`config.mk`:
```
export PLATFORM = sky130hd
export DESIGN_NAME = text_fetch_sched_flat
export DESIGN_NICKNAME = d
export VERILOG_FILES = /design/src/rtl/text_fetch_sched_if.sv /design/src/rtl/text_fetch_sched.sv /design/src/flat_wrapper.sv
export SDC_FILE = /design/constraint.sdc
export NUM_CORES = 1
export LEC_CHECK = 0
export ABC_AREA = 1
export CAP_MARGIN = 30
export CELL_PAD_IN_SITES_DETAIL_PLACEMENT = 0
export CELL_PAD_IN_SITES_GLOBAL_PLACEMENT = 1
export CORE_UTILIZATION = 25
export DETAILED_ROUTE_END_ITERATION = 8
export GPL_TIMING_DRIVEN = 0
export PLACE_DENSITY = 0.89
export SLEW_MARGIN = 20
export SYNTH_ARGS = -nofsm -noshare
export SYNTH_HDL_FRONTEND = slang
export SYNTH_SLANG_ARGS = --single-unit
```
`constraint.sdc`:
```
create_clock -name clk_pix -period 2.48 [get_ports clk_pix]
set_clock_uncertainty 0.15 [all_clocks]
set_input_delay 0.496 -clock clk_pix [delete_from_list [all_inputs] [get_ports clk_pix]]
set_output_delay 0.496 -clock clk_pix [all_outputs]
set_load 0.02 [all_outputs]
```
`src/rtl/text_fetch_sched_if.sv`:
```
// Bundle of the text-mode fetch scheduler's line timing, text RAM, font ROM,
// line buffer and CPU write port signals.
interface text_fetch_sched_if #(
   parameter int CORDW = 11,
   parameter int COLS  = 64,
   parameter int ROWS  = 18
);
   localparam int TADDRW = $clog2(COLS * ROWS);
   localparam int CADDRW = $clog2(COLS);

   logic                     line;
   logic signed [CORDW-1:0]  sy;
   logic [TADDRW-1:0]        tram_addr;
   logic                     tram_rd;
   logic                     tram_wr;
   logic [7:0]               tram_wdata;
   logic [7:0]               tram_rdata;
   logic [7:0]               font_char;
   logic [2:0]               font_row;
   logic [7:0]               font_bits;
   logic                     lb_we;
   logic                     lb_bank;
   logic [CADDRW-1:0]        lb_addr;
   logic [7:0]               lb_data;
   logic                     disp_bank;
   // CPU handshake: cpu_req holds cpu_addr/cpu_data stable until the single-cycle
   // cpu_ack; the request is consumed in the ack cycle and no new request is
   // granted in the cycle right after an ack.
   logic                     cpu_req;
   logic [TADDRW-1:0]        cpu_addr;
   logic [7:0]               cpu_data;
   logic                     cpu_ack;
   logic                     busy;
   logic                     overrun;

   modport master (
      input  line, sy, tram_rdata, font_bits, cpu_req, cpu_addr, cpu_data,
      output tram_addr, tram_rd, tram_wr, tram_wdata, font_char, font_row,
             lb_we, lb_bank, lb_addr, lb_data, disp_bank, cpu_ack, busy, overrun
   );

   modport slave (
      output line, sy, tram_rdata, font_bits, cpu_req, cpu_addr, cpu_data,
      input  tram_addr, tram_rd, tram_wr, tram_wdata, font_char, font_row,
             lb_we, lb_bank, lb_addr, lb_data, disp_bank, cpu_ack, busy, overrun
   );
endinterface

```
`src/rtl/text_fetch_sched.sv`:
```
// Prefetches the next display line's glyph row bits into a double-buffered line
// buffer: text RAM code -> font ROM row -> line buffer, one column per cycle.
module text_fetch_sched #(
   parameter int CORDW    = 11,
   parameter int COLS     = 64,
   parameter int ROWS     = 18,
   parameter int SCALE_SH = 1
) (
   input  logic               clk_pix,
   input  logic               rst_pix,
   text_fetch_sched_if.master bus,
   output logic [1:0]         fsm_state
);
   localparam int TADDRW = $clog2(COLS * ROWS);
   localparam int CADDRW = $clog2(COLS);
   localparam logic signed [CORDW:0] LINES_W = (CORDW+1)'(ROWS * (8 << SCALE_SH));
   localparam logic [TADDRW:0]       TEXT_N  = (TADDRW+1)'(COLS * ROWS);
   localparam logic [CADDRW-1:0]     COL_MAX = CADDRW'(COLS - 1);

   typedef enum logic [1:0] {IDLE = 2'd0, READ = 2'd1, DRAIN = 2'd2} state_t;

   state_t              state_q, state_d;
   logic [CADDRW-1:0]   col_q, col_d;
   logic                drain_q, drain_d;
   logic                issue;
   logic                fetch_ok_q, disp_q, lbbank_q, cpu_hold_q;
   logic [2:0]          row_q;
   logic [TADDRW-1:0]   base_q;
   logic                s1_v, s1_ok, s2_v, s2_ok;
   logic [CADDRW-1:0]   s1_col, s2_col;
   logic [2:0]          s1_row;
   logic signed [CORDW:0] t;
   logic [CORDW:0]      g;
   logic                t_ok;
   logic [TADDRW-1:0]   tr_base;
   logic                grant;

   // Target line is sy+1; negative sy is always blank even though sy=-1 gives T=0.
   assign t       = $signed({bus.sy[CORDW-1], bus.sy}) + (CORDW+1)'(1);
   assign t_ok    = !bus.sy[CORDW-1] && (t < LINES_W);
   assign g       = (CORDW+1)'(t) >> SCALE_SH;
   assign tr_base = TADDRW'(int'(g >> 3) * COLS);

   always_comb begin
      state_d = state_q;
      col_d   = col_q;
      drain_d = drain_q;
      issue   = 1'b0;
      case (state_q)
         IDLE: ;
         READ: begin
            issue = !bus.line;
            if (col_q == COL_MAX) begin
               state_d = DRAIN;
               drain_d = 1'b0;
            end else begin
               col_d = col_q + CADDRW'(1);
            end
         end
         DRAIN: begin
            if (drain_q) state_d = IDLE;
            else         drain_d = 1'b1;
         end
         default: state_d = IDLE;
      endcase
      if (bus.line) begin
         state_d = READ;
         col_d   = '0;
      end
   end

   always_comb begin
      bus.tram_rd    = issue && fetch_ok_q;
      grant          = bus.cpu_req && !cpu_hold_q && !bus.tram_rd && !rst_pix;
      bus.tram_wr    = grant && ({1'b0, bus.cpu_addr} < TEXT_N);
      bus.tram_addr  = '0;
      if (bus.tram_rd)      bus.tram_addr = base_q + TADDRW'(col_q);
      else if (bus.tram_wr) bus.tram_addr = bus.cpu_addr;
      bus.tram_wdata = bus.tram_wr ? bus.cpu_data : 8'h00;
      bus.cpu_ack    = grant;
      bus.font_char  = (s1_v && s1_ok) ? bus.tram_rdata : 8'h00;
      bus.font_row   = s1_v ? s1_row : 3'd0;
      bus.lb_we      = s2_v;
      bus.lb_addr    = s2_v ? s2_col : '0;
      bus.lb_data    = (s2_v && s2_ok) ? bus.font_bits : 8'h00;
      bus.lb_bank    = lbbank_q;
      bus.disp_bank  = disp_q;
      bus.busy       = (state_q != IDLE);
      bus.overrun    = bus.line && (state_q != IDLE);
   end

   assign fsm_state = state_q;

   always_ff @(posedge clk_pix) begin
      if (rst_pix) begin
         state_q    <= IDLE;
         col_q      <= '0;
         drain_q    <= 1'b0;
         fetch_ok_q <= 1'b0;
         row_q      <= 3'd0;
         base_q     <= '0;
         disp_q     <= 1'b0;
         lbbank_q   <= 1'b0;
         cpu_hold_q <= 1'b1;
         s1_v       <= 1'b0;
         s1_ok      <= 1'b0;
         s1_col     <= '0;
         s1_row     <= 3'd0;
         s2_v       <= 1'b0;
         s2_ok      <= 1'b0;
         s2_col     <= '0;
      end else begin
         state_q    <= state_d;
         col_q      <= col_d;
         drain_q    <= drain_d;
         cpu_hold_q <= grant;
         if (bus.line) begin
            disp_q     <= ~disp_q;
            lbbank_q   <= ~disp_q;
            fetch_ok_q <= t_ok;
            row_q      <= g[2:0];
            base_q     <= tr_base;
         end
         s1_v   <= issue;
         s1_ok  <= fetch_ok_q;
         s1_col <= col_q;
         s1_row <= row_q;
         // A new line squashes the column still waiting on the font ROM.
         s2_v   <= s1_v && !bus.line;
         s2_ok  <= s1_ok;
         s2_col <= s1_col;
      end
   end
endmodule

```
`src/flat_wrapper.sv`:
```
// flat-port wrapper written by rule: the top's interface ports become plain ports
module text_fetch_sched_flat 
#(
   parameter int CORDW    = 11,
   parameter int COLS     = 64,
   parameter int ROWS     = 18,
   parameter int SCALE_SH = 1
)
  (clk_pix, rst_pix, fsm_state, bus_line, bus_sy, bus_tram_rdata, bus_font_bits, bus_cpu_req, bus_cpu_addr, bus_cpu_data, bus_tram_addr, bus_tram_rd, bus_tram_wr, bus_tram_wdata, bus_font_char, bus_font_row, bus_lb_we, bus_lb_bank, bus_lb_addr, bus_lb_data, bus_disp_bank, bus_cpu_ack, bus_busy, bus_overrun);
  text_fetch_sched_if #(.CORDW(CORDW), .COLS(COLS), .ROWS(ROWS)) bus_i ();
  input  logic clk_pix;
  input  logic rst_pix;
  output logic [1:0] fsm_state;
  input wire logic [$bits(bus_i.line)-1:0] bus_line;
  input wire logic [$bits(bus_i.sy)-1:0] bus_sy;
  input wire logic [$bits(bus_i.tram_rdata)-1:0] bus_tram_rdata;
  input wire logic [$bits(bus_i.font_bits)-1:0] bus_font_bits;
  input wire logic [$bits(bus_i.cpu_req)-1:0] bus_cpu_req;
  input wire logic [$bits(bus_i.cpu_addr)-1:0] bus_cpu_addr;
  input wire logic [$bits(bus_i.cpu_data)-1:0] bus_cpu_data;
  output wire logic [$bits(bus_i.tram_addr)-1:0] bus_tram_addr;
  output wire logic [$bits(bus_i.tram_rd)-1:0] bus_tram_rd;
  output wire logic [$bits(bus_i.tram_wr)-1:0] bus_tram_wr;
  output wire logic [$bits(bus_i.tram_wdata)-1:0] bus_tram_wdata;
  output wire logic [$bits(bus_i.font_char)-1:0] bus_font_char;
  output wire logic [$bits(bus_i.font_row)-1:0] bus_font_row;
  output wire logic [$bits(bus_i.lb_we)-1:0] bus_lb_we;
  output wire logic [$bits(bus_i.lb_bank)-1:0] bus_lb_bank;
  output wire logic [$bits(bus_i.lb_addr)-1:0] bus_lb_addr;
  output wire logic [$bits(bus_i.lb_data)-1:0] bus_lb_data;
  output wire logic [$bits(bus_i.disp_bank)-1:0] bus_disp_bank;
  output wire logic [$bits(bus_i.cpu_ack)-1:0] bus_cpu_ack;
  output wire logic [$bits(bus_i.busy)-1:0] bus_busy;
  output wire logic [$bits(bus_i.overrun)-1:0] bus_overrun;
  assign bus_i.line = bus_line;
  assign bus_i.sy = bus_sy;
  assign bus_i.tram_rdata = bus_tram_rdata;
  assign bus_i.font_bits = bus_font_bits;
  assign bus_i.cpu_req = bus_cpu_req;
  assign bus_i.cpu_addr = bus_cpu_addr;
  assign bus_i.cpu_data = bus_cpu_data;
  assign bus_tram_addr = bus_i.tram_addr;
  assign bus_tram_rd = bus_i.tram_rd;
  assign bus_tram_wr = bus_i.tram_wr;
  assign bus_tram_wdata = bus_i.tram_wdata;
  assign bus_font_char = bus_i.font_char;
  assign bus_font_row = bus_i.font_row;
  assign bus_lb_we = bus_i.lb_we;
  assign bus_lb_bank = bus_i.lb_bank;
  assign bus_lb_addr = bus_i.lb_addr;
  assign bus_lb_data = bus_i.lb_data;
  assign bus_disp_bank = bus_i.disp_bank;
  assign bus_cpu_ack = bus_i.cpu_ack;
  assign bus_busy = bus_i.busy;
  assign bus_overrun = bus_i.overrun;
  text_fetch_sched #(.CORDW(CORDW), .COLS(COLS), .ROWS(ROWS), .SCALE_SH(SCALE_SH)) u_core (.clk_pix(clk_pix), .rst_pix(rst_pix), .bus(bus_i), .fsm_state(fsm_state));
endmodule
```
==> impl_metrics.toml, run 1 <==
[power]
p_comb_share_pct = 16.8
switchingPower_uw = 352
powerDensity_nw_per_um2 = 435
power.total_uw = 1420
p_sw_share_pct = 24.7
ir_drop_mv = 0.289
internal-power_uw = 1070
clock_power_share_pct = 37.1
seq_power_share_pct = 46.1
leakage_uw = 0.00154

[global_routing]
grt_max_degree = 14
grt_pass1_wl_um = 9220
grt_pass1_vias = 2086
track_usage_pct = 13.8
antenna_found_initial = 0
gr-total-overflow = 0

[floorplan]
pin_count = 104
start_util_pct = 26.4
fp.dieW_um = 90.5
core_um2 = 7410
rows = 31
fp.dieArea_um2 = 8190
die-height_um = 90.5

[timing]
hold_viol = 0
finalMaxSlewViolations = 0
setup_viol = 0
worst_slew_pin_slew_ns = 0.457
min_period_ns = 2.38
min_period_over_period_pct = 95.9
max_freq_mhz = 421
rsz0062_at_grt = "false"
maxSlewHeadroom_pct = 69.5
setup_slack_ns = 0.103

[worst_setup_path]
crit_top_cell = "inv_2"
critPathLaunch = "u_core.fsm_state[0]$_SDFFE_PP0P_"
ff2ff_setup_slack_ns = 0.84
critPathRequiredTime_ns = 1.83
crit_path_cell_trace = "inv_2 -> nor2_2 -> inv_2 -> nor2_8 -> inv_2 -> nand2_2 -> inv_2 -> nand2_4 -> buf_12 -> nor2_1 -> clkdlybuf4s15_1"
ff2ff_path_depth = 8
path_delay_family = "buffers and inverters"
crit_path_end_kind = "output port"
crit_slowest_cell = "dfxtp_2"
path_max_fanout = 8
timing.rr.start = "u_core.col_q[0]$_SDFFE_PP0P_"
worstPathArrival_ns = 1.73
critical-path-max-stage-delay_ns = 0.34
cp-start-kind = "flop"
path_buf_inv = 6
reg2reg_to = "u_core.col_q[5]$_SDFFE_PP0P_"
criticalPathCategory = "flop to output port"

[run]
drv_cap = 0

[logic_synthesis]
yosysUniqueCellTypes = 33
synth_simple_gate_area_share_pct = 30.4
ys_seq_elements = 39
syn-instance-count = 299
syn-num-nets = 351
netlist_area_um2 = 1960
synth-compound-area-share_pct = 10.2
synth_xor_area_share_pct = 1.34
synthAdderAreaFrac_pct = 1.28
ys_warn_count = 0
synth.yosys.seq_area_share_pct = 39.9
synth_top_family_by_area = "simple AND/OR/NAND/NOR gates"
synthMuxAreaShare_pct = 0
avgSynthCellArea_um2 = 6.54

[finish]
diodes = 0
fin_nets = 464
final_util_pct = 44.2
nFillCells = 778
syn2layout_area_growth_pct = 67.2
drive_gt1_share_pct = 12.8
fin_cells = 512

[routing]
wl_per_cell_um = 10.6
antenna_left = 0
totalWireLength_um = 5420
via_count = 2128
remaining_drc_errors = 0
viasPerCell = 4.16
drtIter0Drc = 61
drt_pass1_iterations = 4

[place]
placed_cells = 499
gp_congestion = 0.796
portBuffers = 101
dp_hpwl_um = 4200
dpl_worst_slack_ns = -0.753

[clocking]
clkTransAtPathRegs_ns = 0.08
htreeDepth = 2
clk_latency_ns = 0.29
clk_path_buf_depth = 2
cts_buffers = 5
clock_sinks = 39
cts_tree = "built"
postCtsHoldBufs = 0
cts-root-buf = "clkbuf_8"

[run_status]
status = "completed"

[worst_hold_path]
min_path_type = "flop to flop"
holdPathEnd = "u_core.s2_col[2]$_SDFF_PP0_"
hold_path_startpoint = "u_core.s1_col[2]$_SDFF_PP0_"
holdPathStages = 2
through the flow:
stage | TNS [ns] | hold WS [ns] | instance area (µm²)
floorplan | 0 | 0.238 | 1960
global placement | -10.51 | 0.244 | 3090
detailed placement | -11.11 | 0.243 | 3090
CTS | 0 | 0.255 | 3260
global route | 0 | 0.278 | 3270
finish | 0 | 0.253 | 3270
power by group through the flow:
stage	combinational (µW)	sequential (µW)	clock, µW
2_1_floorplan	99.9	672	0
3_3_place_gp	230	670	0
3_5_place_dp	232	670	0
4_1_cts	239	655	540
5_1_grt	263	658	564
6_report	240	655	528
per-layer routing:
| layer | vias up | wire (µm) | track usage [%] |
|---|---|---|---|
| met1 | 910 | 2400 | 15.3 |
| met5 | - | 0 | 0 |
| li1 | 1114 | - | - |
| met4 | 0 | 40 | 3.63 |
| met2 | 98 | 2460 | 24.6 |
| met3 | 6 | 516 | 4.97 |
worst min-delay path: stages (launching register included):
cell and delay [ns]:
dfxtp_1 0.30, inv_1 0.04, nor2_1 0.03
cell families (layout without fill, tap and decap cells):
| group | count (synthesis) | in the layout |
|---|---|---|
| XOR/XNOR | 3 | 3 |
| AND/OR/NAND/NOR | 138 | 138 |
| buffers and inverters | 82 | 196 |
| adder cells (fa/ha/maj) | 2 | 2 |
| AO/OA/AOI/OAI | 35 | 35 |
| flip-flops | 39 | 39 |
layout by cell type (no fill, tap or decap), drive strengths merged:
master,n
a211oi,1
a21oi,9
buf,17
bufinv,1
clkbuf,10
clkdlybuf4s15,10
clkdlybuf4s50,76
clkinv,2
dfxtp,39
dlygate4sd2,4
dlymetal6s2s,1
ha,2
inv,75
nand2,57
nand3,10
nand3b,1
nand4,2
nor2,62
nor3,4
nor3b,1
nor4,1
o21a,1
o21ai,16
o21bai,2
o221ai,1
o22ai,3
o31ai,1
o32ai,1
xnor2,1
xor2,2
area by class of cell:
class / instances / area [µm²] / area share [%]
Inverter: 75 / 289 / 8.83
Clock buffer: 5 / 68.8 / 2.10
Multi-Input combinational cell: 178 / 870 / 26.6
Clock inverter: 3 / 43.8 / 1.34
Sequential cell: 39 / 785 / 24.0
Buffer: 7 / 50.0 / 1.53
Timing Repair Buffer: 106 / 1040 / 31.9
Tap cell: 99 / 124 / 3.79
registers in the layout, summed over array words and instances, names as in the netlist, 2 cells and up:
signal	cells
u_core.s1_col	6
u_core.col_q	6
u_core.s1_row	3
u_core.row_q	3
u_core.s2_col	6
u_core.fsm_state	2
u_core.base_q	5
worst max path at each step:
stage / end / slack [ns] / cells after the start
2_1_floorplan: bus_tram_addr[0] / 0.19 / 7
3_3_place_gp: bus_tram_addr[4] / -0.73 / 8
5_1_grt: bus_tram_wdata[1] / 0.0006 / 11
4_1_cts: bus_tram_wdata[2] / 0.005 / 6
3_5_place_dp: bus_tram_addr[4] / -0.75 / 8
6_report: bus_tram_wdata[0] / 0.10 / 11
synthesized netlist by cell type:
cell	n	area (µm²)
buf_4	1	7.51
inv_2	4	15.0
xnor2_1	1	8.76
nand2_2	1	6.26
o21ai_1	8	40.0
inv_1	69	259
o31ai_1	1	7.51
nand3b_1	1	7.51
nor2_4	1	11.3
nor3_1	4	20.0
inv_4	2	12.5
buf_6	2	22.5
a21oi_1	9	45.0
nor2_2	2	12.5
o21a_1	1	7.51
xor2_1	2	17.5
a211oi_1	1	7.51
o32ai_1	1	8.76
nand2_1	55	206
o22ai_1	3	18.8
o21ai_0	8	40.0
nor3b_2	1	12.5
nand2_4	1	11.3
o221ai_1	1	8.76
nor2_8	1	20.0
nor4_1	1	6.26
nor2_1	58	218
nand4_1	2	12.5
o21bai_1	2	15.0
clkbuf_1	4	15.0
nand3_1	10	50.1
ha_1	2	25.0
dfxtp_1	39	781
what timing repair did:
action | CTS | global route
resized for setup | 80 | 7
pin swaps | 2 | 2
cloned | 1 | 0
buffers inserted | 3 | 1
setup endpoints to repair | 21 | 34
hold endpoints to repair | 0 | 0
Note: power is estimated with default switching activity, not from simulation.
==> inputs of run 2 (changes only) <==
Settings changed: CAP_MARGIN 30 to unset.
==> results of run 2 <==
The final DEF is identical to that of run 1; final timing and power are the same.
==> inputs of run 3 (changes only) <==
Settings changed: CORE_UTILIZATION 25 to 28, PLACE_DENSITY 0.89 to 0.95.
==> impl_metrics.toml, run 3 (synthesized netlist as in run 1, its figures left out) <==
[timing]
min_period_ns = 2.42
whs_ns = 0.255
worst_slew_pin_slew_ns = 0.428
finalMaxSlewViolations = 0
hold_viol = 0
min_period_over_period_pct = 97.7
max_freq_mhz = 413
setup_viol = 0
tns_ns = 0
maxSlewHeadroom_pct = 71.5

[global_routing]
grt_pass1_wl_um = 8560
track_usage_pct = 14.6
grt_max_degree = 13
grt_pass1_vias = 1898
antenna_found_initial = 0
gr-total-overflow = 0

[floorplan]
fp.dieW_um = 85.6
core_um2 = 6760
die-height_um = 85.6
pin_count = 104
start_util_pct = 29.0
rows = 30
fp.dieArea_um2 = 7330

[clocking]
cts-root-buf = "clkbuf_8"
htreeDepth = 2
clk_latency_ns = 0.28
cts_buffers = 5
cts_tree = "built"
clock_sinks = 39
clkTransAtPathRegs_ns = 0.07
clk_path_buf_depth = 2
postCtsHoldBufs = 0

[worst_setup_path]
crit_slowest_cell = "clkdlybuf4s50_1"
critical-path-max-stage-delay_ns = 0.47
path_delay_family = "buffers and inverters"
path_max_fanout = 4
cp-start-kind = "primary input"
critPathRequiredTime_ns = 1.83
critical_path_depth = 6
path_buf_inv = 3
crit_path_end_kind = "output port"
criticalPathCategory = "primary input to output port"
ff2ff_setup_slack_ns = 0.80
worstPathArrival_ns = 1.78
ff2ff_path_depth = 6
crit_path_cell_trace = "clkdlybuf4s50_1 -> o31ai_4 -> buf_4 -> nand2_2 -> nor2_1 -> dlygate4sd2_1"

[finish]
top_regs = "u_core.col_q: 6 flops, u_core.s1_col: 6 flops, u_core.s2_col: 6 flops"
drive_gt1_share_pct = 14.1
diodes = 0
nFillCells = 693
final_cell_mix = "clkdlybuf4s50_1, inv_1, nor2_1, nand2_1, dfxtp_1"
syn2layout_area_growth_pct = 69.0
layout_commonest_cell = "clkdlybuf4s50_1"
fin_nets = 470

[routing]
viasPerCell = 4.35
wl_per_cell_um = 10.9
drtIter0Drc = 49
antenna_left = 0
drt_pass1_iterations = 4
totalWireLength_um = 5460
remaining_drc_errors = 0
via_count = 2173

[power]
clock_power_share_pct = 37.4
seq_power_share_pct = 45.2
p_comb_share_pct = 17.4
switchingPower_uw = 346
ir_drop_mv = 0.215
internal-power_uw = 1100
powerDensity_nw_per_um2 = 439
leakage_uw = 0.00159
p_sw_share_pct = 23.9

[place]
gp_congestion = 0.770
portBuffers = 101
dp_hpwl_um = 4020

[run_status]
status = "completed"

[worst_hold_path]
holdPathStages = 2
min_path_type = "flop to flop"

[run]
drv_cap = 0
run 3: metal layers:
metal	share of wire [%]	global-route usage [%]	vias to the layer above
met5	0	0	-
met4	0.35	3.18	0
met3	8.2	4.43	2
met2	47	26.1	85
met1	44	17.1	958
li1	-	-	1128
run 3: final timing paths:
path                           startpoint                      endpoint
min           u_core.s1_col[0]$_SDFF_PP0_   u_core.s2_col[0]$_SDFF_PP0_
max                      bus_cpu_addr[10]             bus_tram_wdata[0]
max reg2reg  u_core.col_q[0]$_SDFFE_PP0P_  u_core.col_q[1]$_SDFFE_PP0P_
min reg2reg   u_core.s1_col[0]$_SDFF_PP0_   u_core.s2_col[0]$_SDFF_PP0_
run 3: tightest hold or removal path, cell delays in order (launching register included):
cell and delay, ns:
dfxtp_1 0.30, inv_1 0.04, nor2_1 0.03
run 3: layout make-up:
cell class	count	area, µm²	area share [%]
repair buffers	112	1090	33.0
inverters	75	292	8.82
multi-input cells	179	888	26.9
clock inverters	2	35.0	1.06
flip-flops and latches	39	783	23.7
plain buffers	6	35.0	1.06
clock buffers	6	82.6	2.50
well taps	80	100	3.03
run 3: through the flow:
step | std cells | utilization [%] | total power, µW | setup WS (ns) | instance area, µm²
final | 499 | 48.9 | 1450 | 0.0578 | 3310
after global routing | 499 | 48.9 | 1510 | -0.0103 | 3310
after CTS | 495 | 48.6 | 1450 | 0.00230 | 3280
after detailed placement | 480 | 45.4 | 901 | -0.632 | 3070
after global placement | 480 | 45.4 | 898 | -0.621 | 3070
after floorplan | 299 | - | 771 | 0.194 | 1960
run 3: what timing repair did:
action                     in CTS  in global routing
pin swaps                       1                  4
setup buffers                   5                  5
setup endpoints to repair      21                 30
hold endpoints to repair        0                  0
resized for setup              70                 22
cloned                          2                  0
run 3: power groups by stage:
stage	Clock (µW)	Combinational (µW)	Sequential [µW]
2_1_floorplan	0	99.9	672
3_3_place_gp	0	228	670
3_5_place_dp	0	230	670
4_1_cts	551	247	655
5_1_grt	577	275	658
6_report	542	253	655
